File: src/rtl/decode_pkg.sv
// Instruction word layout, category codes and assembler state shared by the
// fetch stage and the register-file side.
package decode_pkg;
   localparam int DATA_W  = 16;
   localparam int RADDR_W = 3;
   localparam int CAT_W   = 2;
   localparam int FUNC_W  = 4;

   localparam int CAT_MSB  = 15;
   localparam int CAT_LSB  = 14;
   localparam int FUNC_MSB = 13;
   localparam int FUNC_LSB = 10;
   localparam int DST_MSB  = 9;
   localparam int DST_LSB  = 7;
   localparam int SRC_MSB  = 6;
   localparam int SRC_LSB  = 4;

   localparam logic [CAT_W-1:0] CAT_REG = 2'b00;
   localparam logic [CAT_W-1:0] CAT_IMM = 2'b10;

   typedef enum logic {S_OP, S_IMM} state_t;

   typedef struct packed {
      logic [CAT_W-1:0]   cat;
      logic [FUNC_W-1:0]  func;
      logic [RADDR_W-1:0] dst;
      logic [RADDR_W-1:0] src;
   } opcode_t;

   function automatic opcode_t decode(input logic [DATA_W-1:0] word);
      opcode_t op;
      op.cat  = word[CAT_MSB:CAT_LSB];
      op.func = word[FUNC_MSB:FUNC_LSB];
      op.dst  = word[DST_MSB:DST_LSB];
      op.src  = word[SRC_MSB:SRC_LSB];
      return op;
   endfunction
endpackage

File: src/rtl/pc_counter.sv
// Program counter: async active-low reset, load has priority over increment,
// increment wraps modulo 2^PC_W.
module pc_counter #(
   parameter int              PC_W     = 16,
   parameter logic [PC_W-1:0] RESET_PC = '0
) (
   input  logic            clk,
   input  logic            rst,
   input  logic            load,
   input  logic [PC_W-1:0] load_addr,
   input  logic            inc,
   output logic [PC_W-1:0] pc
);
   logic [PC_W-1:0] pc_reg;

   always_ff @(posedge clk or negedge rst) begin
      if (!rst) begin
         pc_reg <= RESET_PC;
      end else if (load) begin
         pc_reg <= load_addr;
      end else if (inc) begin
         pc_reg <= pc_reg + PC_W'(1);
      end
   end

   assign pc = pc_reg;
endmodule

File: src/rtl/fetch_imm_assembler.sv
// Fetch-side assembler: pulls 16-bit words, joins immediate-category opcodes
// with their trailing immediate word and presents one instruction per beat.
module fetch_imm_assembler
   import decode_pkg::*;
#(
   parameter int               PC_W     = 16,
   parameter logic [PC_W-1:0]  RESET_PC = '0,
   parameter logic [CAT_W-1:0] IMM_CAT  = CAT_IMM
) (
   input  logic               clk,
   input  logic               rst,
   output logic [PC_W-1:0]    fetch_addr,
   input  logic [DATA_W-1:0]  mem_word,
   input  logic               mem_valid,
   output logic               mem_ready,
   input  logic               stall,
   input  logic               flush,
   input  logic [PC_W-1:0]    flush_addr,
   output logic               out_valid,
   output logic [PC_W-1:0]    out_pc,
   output logic [CAT_W-1:0]   category,
   output logic [FUNC_W-1:0]  func,
   output logic [RADDR_W-1:0] dst_addr,
   output logic [RADDR_W-1:0] src_addr,
   output logic [DATA_W-1:0]  immediate
);
   state_t            state_reg, state_next;
   opcode_t           pend_op_reg;
   logic [PC_W-1:0]   pend_pc_reg;
   logic              out_valid_reg, out_valid_next;
   opcode_t           out_op_reg;
   logic [DATA_W-1:0] imm_reg;
   logic [PC_W-1:0]   out_pc_reg;

   logic              hold, accept, load_pend, load_out;
   logic [PC_W-1:0]   pc;
   opcode_t           word_op;

   pc_counter #(
      .PC_W     (PC_W),
      .RESET_PC (RESET_PC)
   ) u_pc (
      .clk       (clk),
      .rst       (rst),
      .load      (flush),
      .load_addr (flush_addr),
      .inc       (accept),
      .pc        (pc)
   );

   // A presented instruction under stall freezes the whole front end.
   assign hold      = out_valid_reg && stall;
   assign mem_ready = !hold && !flush;
   assign accept    = mem_valid && mem_ready;
   assign word_op   = decode(mem_word);

   always_comb begin
      state_next     = state_reg;
      out_valid_next = out_valid_reg;
      load_pend      = 1'b0;
      load_out       = 1'b0;
      if (flush) begin
         state_next     = S_OP;
         out_valid_next = 1'b0;
      end else if (accept) begin
         case (state_reg)
            S_OP: begin
               if (word_op.cat == IMM_CAT) begin
                  state_next     = S_IMM;
                  load_pend      = 1'b1;
                  out_valid_next = 1'b0;
               end else begin
                  load_out       = 1'b1;
                  out_valid_next = 1'b1;
               end
            end
            S_IMM: begin
               state_next     = S_OP;
               load_out       = 1'b1;
               out_valid_next = 1'b1;
            end
            default: state_next = S_OP;
         endcase
      end else if (!hold) begin
         out_valid_next = 1'b0;
      end
   end

   always_ff @(posedge clk or negedge rst) begin
      if (!rst) begin
         state_reg     <= S_OP;
         out_valid_reg <= 1'b0;
      end else begin
         state_reg     <= state_next;
         out_valid_reg <= out_valid_next;
      end
   end

   always_ff @(posedge clk or negedge rst) begin
      if (!rst) begin
         pend_op_reg <= '0;
         pend_pc_reg <= '0;
      end else if (flush) begin
         pend_op_reg <= '0;
         pend_pc_reg <= '0;
      end else if (load_pend) begin
         pend_op_reg <= word_op;
         pend_pc_reg <= pc;
      end
   end

   // In S_IMM the incoming word is the immediate; the bundle comes from pending.
   always_ff @(posedge clk or negedge rst) begin
      if (!rst) begin
         out_op_reg <= '0;
         imm_reg    <= '0;
         out_pc_reg <= '0;
      end else if (load_out) begin
         if (state_reg == S_IMM) begin
            out_op_reg <= pend_op_reg;
            imm_reg    <= mem_word;
            out_pc_reg <= pend_pc_reg;
         end else begin
            out_op_reg <= word_op;
            imm_reg    <= '0;
            out_pc_reg <= pc;
         end
      end
   end

   assign fetch_addr = pc;
   assign out_valid  = out_valid_reg;
   assign out_pc     = out_pc_reg;
   assign category   = out_op_reg.cat;
   assign func       = out_op_reg.func;
   assign dst_addr   = out_op_reg.dst;
   assign src_addr   = out_op_reg.src;
   assign immediate  = imm_reg;
endmodule

File: config.mk
export PLATFORM = sky130hd
export DESIGN_NAME = fetch_imm_assembler
export DESIGN_NICKNAME = d
export VERILOG_FILES = /design/src/rtl/decode_pkg.sv /design/src/rtl/pc_counter.sv /design/src/rtl/fetch_imm_assembler.sv
export SDC_FILE = /design/constraint.sdc
export NUM_CORES = 1
export LEC_CHECK = 0
export ABC_AREA = 0
export CORE_MARGIN = 1.5
export CORE_UTILIZATION = 45
export DETAILED_ROUTE_END_ITERATION = 7
export GPL_TIMING_DRIVEN = 1
export PLACE_DENSITY = 0.75
export SYNTH_ARGS = -nofsm -noshare
export SYNTH_HDL_FRONTEND = slang
export SYNTH_HIERARCHICAL = 1
export SYNTH_SLANG_ARGS = --single-unit
File: constraint.sdc
create_clock -name clk -period 1.99 [get_ports clk]
set_input_delay 0.398 -clock clk [delete_from_list [all_inputs] [get_ports clk]]
set_output_delay 0.398 -clock clk [all_outputs]
set_load 0.05 [all_outputs]
==> run metrics <==
largest net degree at the start of global routing 64; buffer levels on the longest clock path 2; crit-path leading delay family buffers and inverters; RSZ-0062 raised after global routing yes; FMAX just over 500 MHz; # nets final between 500 and 600; Yosys top cell area share 0.517; sequential share of the synthesized area 0.517; DR WL met3 between 400 and 500 um; met2 WL post-DR ~4500 um; initial antenna violation count 0; WL/cell 16.5 um; register bit total from synthesis 90; total core area 0.00933 mm^2; Synth Area per Inst 12.1 um^2; largest cells by area after synthesis dfrtp_1, mux2_2, nor2b_1; Layout area overhead 32.1%; Site Rows 35; CP endpoint kind primary output; Die X roughly 100 um; Design Power approximately 0.0051 W; Syn. warnings 6; Inst Count DP about 580; synthesized area 0.00436 mm^2; CP peak stage delay about 0.47 ns; Final Max Tran Viols 0; vias in the first global route about 3300; syn_nets roughly 400; worst hold path type reg -> reg; initial DRC count ~100; PwrDens around 880 mW/mm^2; CTS tree done; Worst VDD drop approximately 0.46 mV; post-DP HPWL around 7000 um; total of max-cap violations 0; fillers 790; Final setup viols 0; Crit path required time ~1.6 ns; status finished, final reports clean; IO Count between 90 and 100; crit path kind in -> out; Final ANT Viol Nets 0; Pre-antenna DRT Iters 4; CP arrival 1.56 ns; vias per cell roughly 5.2; final std cells w/o fill between 600 and 700; GRT Residual Overflow 0; GP Congestion 0.805; CTS root buffer clkbuf_8; synth unique cells 44; Crit-path slowest cell clkdlybuf4s50_1; Die H about 100 um; Slew @ Worst Pin between 0.5 and 0.6 ns; Reg clk slew, reported paths about 0.090 ns; Starting Density 0.467; CTS buffer count 9; Worst Skew between 0.015 and 0.02 ns; Total GRT Usage 0.202; layout cells sized above 1 0.322; DRC viols 0; Worst Path Max Fanout 5; final wirelength about 9900 um; DR vias ~3100; Metal-1 WL approximately 4800 um; Crit path top cell by count buf_4; CP cell instances clkdlybuf4s50_1, a21o_2, buf_6, clkinvlp_4, buf_4, buf_4; die area approximately 0.010 mm^2; Port Buffer Count 98; Critical Path Source Type primary input; diode count 0; H-tree depth 3; Final min period approximately 2.0 ns; number of setup buffers added after CTS 0; # clock sinks 90; Crit path buffers/inverters 5; Post-Place Setup Slack -0.225 ns; clock latency at the later pin of the worst-skew pair approximately 0.36 ns; final period utilization 0.985; largest area contributor in the netlist dfrtp_1; first-pass GRT wire length roughly 16000 um; Leak approximately 2.5 nW; Hold Violations, Final 0; PnR worst setup slack between 0.03 and 0.04 ns; Gate Count Post-Synth between 300 and 400; Top Metal Used met4; Slew headroom 0.602
==> cell usage after synthesis, drive strengths merged <==
cell type,n
dfrtp,90
nor2,4
nand3,6
nor3b,1
nor2b,26
xor2,5
clkinv,1
a21o,1
nor4,2
nor3,3
and4,4
and3b,1
inv,20
and3,2
a31oi,2
o21ai,31
nand3b,1
clkbuf,11
mux2i,2
nand4,20
buf,12
nand2,19
nand2b,2
a21oi,1
or3,1
xnor2,7
a2bb2oi,1
mux2,80
o31a,2
a32o,1
a311o,1
ha,1
==> cell usage in the layout, fill, tap and decap left out, drive strengths merged, types with 5 or more instances in the layout <==
cell type	n
o21ai	31
nand4	20
nor2b	26
buf	40
clkdlybuf4s50	73
inv	23
nand2	19
nand3	6
xnor2	7
mux2	80
xor2	5
dfrtp	90
clkbuf	9
==> metrics by stage <==
| step | setup TNS (ns) | area, um^2 | utilization | hold slack [ns] |
|---|---|---|---|---|
| floorplan | -0.0761 | 4360 | - | 0.102 |
| global placement | -5.19 | 5530 | 0.593 | 0.372 |
| detailed placement | -6.26 | 5530 | 0.593 | 0.371 |
| CTS | 0 | 5740 | 0.615 | 0.518 |
| global route | -0.0180 | 5750 | 0.617 | 0.531 |
| finish | 0 | 5750 | 0.617 | 0.516 |
==> path summary, 6_finish.rpt <==
| check | from | endpoint | depth (start not counted) | slack [ns] |
|---|---|---|---|---|
| worst max-delay path | stall | mem_ready | 6 | 0.03 |
| worst min-delay path | out_pc[12] | out_pc[12] | 1 | 0.52 |
| worst max register to register | out_valid | u_pc/pc[10] | 6 | 0.17 |
| worst min register to register | out_pc[12] | out_pc[12] | 1 | 0.52 |
| max in group asynchronous | rst | state_reg | 3 | 0.93 |
| min in group asynchronous | rst | immediate[0] | 2 | 0.53 |
==> cell families after synthesis <==
| logic type | count (synthesis) | share of synthesized area |
|---|---|---|
| buffers and inverters | 44 | 0.0468 |
| AOI/OAI and AO/OA | 40 | 0.0523 |
| DFF | 90 | 0.517 |
| xor gates and xnor gates | 12 | 0.0241 |
| adders and majority gates | 1 | 0.00287 |
| muxes | 82 | 0.217 |
| and+or+nand+nor | 92 | 0.140 |
==> per-layer routing <==
| metal | global-route usage | vias up |
|---|---|---|
| li1 | - | 1485 |
| met1 | 0.281 | 1537 |
| met2 | 0.322 | 85 |
| met3 | 0.0352 | 13 |
| met4 | 0.0694 | 0 |
| met5 | 0 | - |
==> what timing repair did <==
action / 4_1_cts / 5_1_grt
gates resized for setup: 0 / 6
endpoints found under the setup margin: 0 / 5
endpoints found under the hold margin: 31 / 0
hold buffers: 1 / 0
==> power breakdown <==
group	switching [W]	internal [W]
clock network	0.000675	0.000590
logic	0.00101	0.000614
registers	0.000157	0.00203
total	0.00184	0.00324
==> area by class of cell <==
class | instances | area (um^2) | area share
Clock inverter | 7 | 73.8 | 0.0128
Clock buffer | 9 | 124 | 0.0215
Sequential cell | 90 | 2250 | 0.392
Tap cell | 129 | 161 | 0.0281
Inverter | 21 | 82.6 | 0.0144
Multi-Input combinational cell | 227 | 1900 | 0.331
Timing Repair Buffer | 118 | 1150 | 0.201
No activity file was read; power rests on OpenSTA's default activity.
